**config.mk**
```make
export PLATFORM = sky130hd
export DESIGN_NAME = dmem_bridge_flat
export DESIGN_NICKNAME = d
export VERILOG_FILES = /design/src/rtl/dmem_bridge_if.sv /design/src/rtl/dmem_bridge.sv /design/src/flat_wrapper.sv
export SDC_FILE = /design/constraint.sdc
export NUM_CORES = 1
export LEC_CHECK = 0
export ABC_CLOCK_PERIOD_IN_PS = 6240
export CAP_MARGIN = 20
export CORE_ASPECT_RATIO = 0.6
export CORE_UTILIZATION = 25
export CTS_CLUSTER_DIAMETER = 120
export DETAILED_ROUTE_END_ITERATION = 10
export SKIP_LAST_GASP = 1
export SLEW_MARGIN = 25
export SYNTH_ARGS = -nofsm -noshare
export SYNTH_HDL_FRONTEND = slang
export SYNTH_SLANG_ARGS = --single-unit
```
**constraint.sdc**
```tcl
create_clock -name clk -period 6.24 [get_ports clk]
set_clock_uncertainty 0.15 [all_clocks]
set_input_delay 0.624 -clock clk [delete_from_list [all_inputs] [get_ports clk]]
set_output_delay 0.624 -clock clk [all_outputs]
set_load 0.05 [all_outputs]
```
**src/rtl/dmem_bridge_if.sv**
```systemverilog
// dmem_bridge_if: SRAM-like data bus between the bridge (master) and memory (slave)
interface dmem_bridge_if;
  logic        data_req;
  logic        data_wr;
  logic [1:0]  data_size;
  logic [31:0] data_addr;
  logic [31:0] data_wdata;
  logic        data_addr_ok;
  logic        data_data_ok;
  logic [31:0] data_rdata;
  modport master (
    output data_req, data_wr, data_size, data_addr, data_wdata,
    input  data_addr_ok, data_data_ok, data_rdata
  );
  modport slave (
    input  data_req, data_wr, data_size, data_addr, data_wdata,
    output data_addr_ok, data_data_ok, data_rdata
  );
endinterface

```
**src/rtl/dmem_bridge.sv**
```systemverilog
// dmem_bridge: M-stage load/store to SRAM-like bus bridge with kseg mapping and pipeline stall
module dmem_bridge #(
  parameter bit MAP_KSEG = 1'b1
) (
  input  logic          clk,
  input  logic          rst,
  input  logic          mem_en_i,
  input  logic [3:0]    mem_wen_i,
  input  logic [1:0]    mem_size_i,
  input  logic [31:0]   mem_addr_i,
  input  logic [31:0]   mem_wdata_i,
  input  logic          pipe_stall_i,
  output logic [31:0]   mem_rdata_o,
  output logic          mem_stall_o,
  dmem_bridge_if.master bus
);
  typedef enum logic [1:0] {IDLE, ADDR, DATA, DONE} state_t;
  state_t      state, stateNext;
  logic [31:0] addrR, wdataR, rdataR;
  logic [1:0]  sizeR;
  logic [3:0]  wenR;
  logic        dataDone;
  logic [31:0] physAddr;
  assign physAddr = (MAP_KSEG && mem_addr_i[31:30] == 2'b10) ? {3'b000, mem_addr_i[28:0]} : mem_addr_i;
  always_comb begin
    stateNext = state;
    dataDone  = 1'b0;
    case (state)
      IDLE: stateNext = mem_en_i ? ADDR : IDLE;
      ADDR: begin
        dataDone  = bus.data_addr_ok && bus.data_data_ok;
        stateNext = dataDone ? DONE : bus.data_addr_ok ? DATA : ADDR;
      end
      DATA: begin
        dataDone  = bus.data_data_ok;
        stateNext = dataDone ? DONE : DATA;
      end
      DONE: stateNext = pipe_stall_i ? DONE : IDLE;
      default: stateNext = IDLE;
    endcase
  end
  always_ff @(posedge clk or negedge rst) begin
    if (!rst) begin
      state  <= IDLE;
      addrR  <= '0;
      wdataR <= '0;
      sizeR  <= '0;
      wenR   <= '0;
      rdataR <= '0;
    end else begin
      state <= stateNext;
      if (state == IDLE && mem_en_i) begin
        addrR  <= physAddr;
        wdataR <= mem_wdata_i;
        sizeR  <= mem_size_i;
        wenR   <= mem_wen_i;
      end
      if (dataDone && wenR == 4'b0000) rdataR <= bus.data_rdata;
    end
  end
  // stall is gated by reset so it drops immediately, even with mem_en_i high
  assign mem_stall_o    = rst && ((state == IDLE && mem_en_i) || state == ADDR || state == DATA);
  assign mem_rdata_o    = rdataR;
  assign bus.data_req   = state == ADDR;
  assign bus.data_wr    = |wenR;
  assign bus.data_size  = sizeR;
  assign bus.data_addr  = addrR;
  assign bus.data_wdata = wdataR;
endmodule
```
**src/flat_wrapper.sv**
```systemverilog
// flat-port wrapper written by rule: the top's interface ports become plain ports
module dmem_bridge_flat 
#(
  parameter bit MAP_KSEG = 1'b1
)
  (clk, rst, mem_en_i, mem_wen_i, mem_size_i, mem_addr_i, mem_wdata_i, pipe_stall_i, mem_rdata_o, mem_stall_o, bus_data_req, bus_data_wr, bus_data_size, bus_data_addr, bus_data_wdata, bus_data_addr_ok, bus_data_data_ok, bus_data_rdata);
  dmem_bridge_if bus_i ();
  input  logic clk;
  input  logic rst;
  input  logic mem_en_i;
  input  logic [3:0] mem_wen_i;
  input  logic [1:0] mem_size_i;
  input  logic [31:0] mem_addr_i;
  input  logic [31:0] mem_wdata_i;
  input  logic pipe_stall_i;
  output logic [31:0] mem_rdata_o;
  output logic mem_stall_o;
  output wire logic [$bits(bus_i.data_req)-1:0] bus_data_req;
  output wire logic [$bits(bus_i.data_wr)-1:0] bus_data_wr;
  output wire logic [$bits(bus_i.data_size)-1:0] bus_data_size;
  output wire logic [$bits(bus_i.data_addr)-1:0] bus_data_addr;
  output wire logic [$bits(bus_i.data_wdata)-1:0] bus_data_wdata;
  input wire logic [$bits(bus_i.data_addr_ok)-1:0] bus_data_addr_ok;
  input wire logic [$bits(bus_i.data_data_ok)-1:0] bus_data_data_ok;
  input wire logic [$bits(bus_i.data_rdata)-1:0] bus_data_rdata;
  assign bus_data_req = bus_i.data_req;
  assign bus_data_wr = bus_i.data_wr;
  assign bus_data_size = bus_i.data_size;
  assign bus_data_addr = bus_i.data_addr;
  assign bus_data_wdata = bus_i.data_wdata;
  assign bus_i.data_addr_ok = bus_data_addr_ok;
  assign bus_i.data_data_ok = bus_data_data_ok;
  assign bus_i.data_rdata = bus_data_rdata;
  dmem_bridge #(.MAP_KSEG(MAP_KSEG)) u_core (.clk(clk), .rst(rst), .mem_en_i(mem_en_i), .mem_wen_i(mem_wen_i), .mem_size_i(mem_size_i), .mem_addr_i(mem_addr_i), .mem_wdata_i(mem_wdata_i), .pipe_stall_i(pipe_stall_i), .mem_rdata_o(mem_rdata_o), .mem_stall_o(mem_stall_o), .bus(bus_i));
endmodule
```
Yosys cells after proc, flatten, opt, wreduce, memory -nomap -nowiden
Cells that the tools add are included.

Output and inout port bits: 101. Flip-flop bits (word level): 104. Logic and storage cells: 27. Input bits: 108.

Multiplexer cells: 8. Reduce and logical (&&, ||, !) cells: 9. Equality and inequality tests: 4.

Operator list (count): two-way mux 32 bit (1); case mux 2 bit (4 select lines) (1); == test 2 bit, second input constant (3); two-way mux 2 bit (3); logical AND 1 bit (4); logical NOT 4 bit (1); OR reduction 4 bit (1); == test 2 x 1 -> 1 bit, second input constant (1); logical NOT 2 bit (1); logical OR 1 bit (2); two-way mux 1 bit (2); case mux 1 bit (2 select lines) (1).

Depth between registers and ports, before layout
Depth in word-level cells: 5. Mapped depth: 6. Mapped depth without buffers: 5.

Worst setup path before layout
Ideal clock, no wire load.

Path type: register -> output. Start point: reg u_core.state[0]. End point: out mem_stall_o. Data required time: 5.466 ns. Buffers on the path: 1. Path slack: 3.249 ns. Data arrival time: 2.217 ns. Cell stages (with the launch flop): 6. Path through: dfrtp_1 inv_1 ha_1 nand2_1 clkbuf_1 a21boi_0.

Word-level cells in the longest chain between the ends: 5. Elaborated cells on any way between the ends: 7. Classes of those cells: 2 x eq/ne; 5 x reduce/logical.

RTL lines: from (decl) (line dmem_bridge.sv:18) `state_t state, stateNext;`; from (signal assigned) (line dmem_bridge.sv:51) `state <= stateNext;`; logical NOT 2 bit (line dmem_bridge.sv:62) `assign mem_stall_o = rst && ((state == IDLE && mem_en_i) || state == ADDR || state == DATA);`; logical AND 1 bit (line dmem_bridge.sv:62); logical OR 1 bit (line dmem_bridge.sv:62); logical OR 1 bit * (line dmem_bridge.sv:62); logical AND 1 bit * (line dmem_bridge.sv:62); to (decl) (line flat_wrapper.sv:17) `output logic mem_stall_o;`.

Mark *: on every way between the ends. The rest lies on a longest branch, timed or not.

Final worst setup path
Start point: in mem_en_i. End point: out mem_stall_o.

Word-level cells in the longest chain between the ends: 4.

RTL lines: from (decl) (line flat_wrapper.sv:10) `input logic mem_en_i;`; logical AND 1 bit (line dmem_bridge.sv:62); logical OR 1 bit (2 in series) (line dmem_bridge.sv:62); logical AND 1 bit (line dmem_bridge.sv:62).

Every way passes these cells.

==> results.md <==
Floorplanning:
- The area of the placeable core is ~15000 µm².
- The floorplan step set the die width to approximately 160 µm.
- The starting density of the core is 0.257.
- Pin placement for this block handled 209 I/O pins.
- The initialized floorplan defines 35 standard-cell rows.
- In this run the vertical extent of the chip is 99.5 µm.
- The die covers ~16000 µm².

Logic synthesis:
- The Yosys warning count is 0.
- The cell count after synthesis came out at 240.
- For this run, the register share of the synthesized area comes to 0.657.
- The mean post-synth cell area is 16.5 µm².
- The count of cell types in the netlist is 15.
- Summing every instance area after synthesis gives 3960 µm².
- Counting flops and latches in the post-synthesis netlist gives 104.
- The total nets after synthesis is 352.

Layout:
- In the final layout, the share of cells above drive strength 1 is 0.263.
- The number of cells in the finished layout apart from fillers is between 600 and 700.
- Summing all flip-flop and latch instances after layout gives approximately 2600 µm².
- The area growth from synthesis to layout is 66.1%.
- The repair_antennas step left the layout with diodes totalling 0.
- After the last flow step, the layout net total stands at 564.
- The layout has 1414 filler cells.
- The multi-input combinational cells in the finished layout cover a total of approximately 1300 µm².

Timing:
- Based on the critical path, the design can be clocked at up to about 330 MHz.
- Setup repair after global routing left no endpoint under its margin.
- After layout, the minimum clock period comes to 3.01 ns.
- Adding up every negative setup slack in the final design gives 0 ns.
- The slew at the pin closest to its max-slew limit is around 0.9 ns.
- The final number of setup-violating endpoints is 0.
- The worst max-slew margin expressed relative to the limit is 0.383.
- The number of hold-slack violations in the final timing report is 0.
- In the finished design, the share of the clock period the worst path needs comes to 0.483.
- The total count of max-transition violations in the final report is 0.

Setup path:
- Of all nets on the critical path, the largest fanout is 2.
- The buffers plus inverters on the worst setup path is 2.
- Among all stages on the critical path, the largest delay is contributed by clkdlybuf4s50_1.
- The worst setup path is of the in2out kind.
- The worst path required time is 5.47 ns.
- The kind of capture point of the worst setup path is an output port.
- For this run, the slowest stage of the critical path takes 0.87 ns.
- The most repeated library cell on the critical path is clkdlybuf4s50_1.
- STA puts the critical path data arrival time at roughly 2.2 ns.
- Walking the worst path, the cells encountered are clkdlybuf4s50_1, nand2_2, a21boi_0, clkdlybuf4s50_1.
- The cell family contributing the most delay on the critical path is buffers and inverters.
- The worst setup path is launched from a primary input.

Routing:
- The number of vias after detailed routing is 2722.
- The iteration count of the initial detailed-routing pass is 4.
- For this block, the routed nets add up to between 9 and 10 mm of wire.
- The post-detailed-route DRC marker count is 0.
- The vias per cell is 4.13.
- The number of nets with antenna violations after detailed routing is 0.
- The detailed router finished its first iteration with 83 violations.
- The final routed wire length divided by cell count is 14.3 µm.

Global routing:
- The number of global-route vias before repair is 2937.
- The combined global-route utilization of all metal layers is 0.117.
- Entering global routing, the biggest net connects 73 pins.
- The number of antenna violations at the first check in global routing is 0.
- After global routing the overflow that remains totals 0.
- The wire length of the first global-routing pass is 14.9 mm.

Clock tree:
- The quantity of gates resized following cts is 0.
- At the later pin of the worst-skew pair, clock insertion delay measures 0.34 ns.
- The number of buffers inserted during clock tree synthesis is 9.
- The CTS tree is built.
- For this design, the CTS-stage hold fixing added 0 buffers.
- After clock tree synthesis, the clock-pin slew on the worst setup and hold paths is approximately 0.070 ns.
- The deepest clock path buffer count is 2.
- The TritonCTS sink count is 104.
- CTS placed an instance of clkbuf_16 at the clock tree root.
- The post-CTS setup buffer count is 0.
- The clock tree synthesis step divided the H-tree into 3 levels.

Pwr:
- IR analysis of the VDD net gives a maximum drop of roughly 330 µV.
- Power spread over the standard cell area amounts to 592 nW/µm².
- The static leakage is 2.78 nW.

Place:
- Detailed placement finished with a half-perimeter wire length of 6.98 mm.
- Routability-driven placement finished with a final weighted congestion of 0.746.
- The number of port buffers is 208.
- Including well taps, the total number of placed cells is 644.

Job:
- Across the run, the number of max-cap violations was 0.

Status:
- The run finished with clean final reports.

Min path:
- The path class of the lowest-slack min-delay path is in2async.
-- layout make-up --
cell class              count  area share
clock inverters             4      0.0118
repair buffers            211       0.319
inverters                   3     0.00171
clock buffers              11      0.0369
well taps                 203      0.0386
multi-input cells         123       0.196
flip-flops and latches    104       0.395
-- worst paths after layout --
check	startpoint	to	slack (ns)	cells past startpoint
min reg2reg	u_core.bus.data_addr[31]$_DFFE_PN0P_	u_core.bus.data_addr[31]$_DFFE_PN0P_	0.33	2
max	mem_en_i	mem_stall_o	3.23	4
max in group asynchronous	rst	u_core.bus.data_wdata[10]$_DFFE_PN0P_	4.59	2
min in group clk	u_core.bus.data_addr[31]$_DFFE_PN0P_	u_core.bus.data_addr[31]$_DFFE_PN0P_	0.33	2
min	rst	u_core.bus.data_addr[7]$_DFFE_PN0P_	0.13	1
max reg2reg	u_core.wenR[0]$_DFFE_PN0P_	u_core.mem_rdata_o[5]$_DFFE_PN0P_	3.86	4
-- per-layer routing --
layer	track usage	part of all wire	routed length [µm]
met3	0.0538	0.10	962
met5	0	0	0
met2	0.177	0.44	4130
met4	0.0303	0.013	119
met1	0.150	0.45	4210
-- flip-flops by register name, indices dropped and copies added, names as in the netlist --
signal,flops
u_core.bus.data_addr,32
u_core.bus.data_wdata,32
u_core.mem_rdata_o,32
u_core.wenR,4
u_core.bus.data_size,2
u_core.state,2
-- cells in the mapped netlist --
library cell    n  area (µm²)
a21boi_0        1        7.51
a21oi_1         3        15.0
buf_6           3        33.8
clkbuf_1        7        26.3
dfrtp_1       104        2600
ha_1            4        50.1
inv_1           3        11.3
mux2_1          2        22.5
mux2_2         99        1110
nand2_1         6        22.5
nor2_1          1        3.75
nor2b_1         1        6.26
nor3_4          1        16.3
o21ai_0         4        20.0
or4_4           1        11.3
-- cell usage in the layout (no fill, tap or decap) --
cell,count
clkdlybuf4s50_1,207
dfrtp_1,104
mux2_2,99
clkbuf_16,9
nand2_1,5
o21ai_0,4
ha_1,4
buf_4,4
inv_1,3
a21oi_1,3
mux2_1,2
bufinv_16,2
nor2b_1,1
or4_4,1
nor2_1,1
nand2_2,1
a21boi_0,1
nor3_4,1
clkbuf_8,1
inv_6,1
clkinv_4,1
clkbuf_1,1
-- report_power, final --
group | leakage, nW | switching [mW] | internal [mW]
registers | 1.28 | 0.148 | 0.972
logic | 1.35 | 1.35 | 0.819
clock network | 0.156 | 0.240 | 0.363
total | 2.78 | 1.74 | 2.15
-- cells by family after synthesis --
logic type      Yosys count  synth area share
compound gates            8            0.0107
fa+ha+maj                 4            0.0126
buf+inv                  13            0.0180
flops                   104             0.657
mux                     101             0.287
simple gates             10            0.0152
-- through the flow --
stage	cell area [µm²]	hold WS, ns	total power [mW]	utilization	setup slack, ns
5_1_grt	6580	0.172	4.09	0.427	3.07
3_3_place_gp	6260	0.315	3.30	0.406	3.15
6_report	6580	0.134	3.89	0.427	3.23
4_1_cts	6580	0.147	3.95	0.427	3.17
3_5_place_dp	6260	0.320	3.33	0.406	3.17
2_1_floorplan	3960	0.178	2.55	-	3.25
No activity file was read; power rests on OpenSTA's default activity.
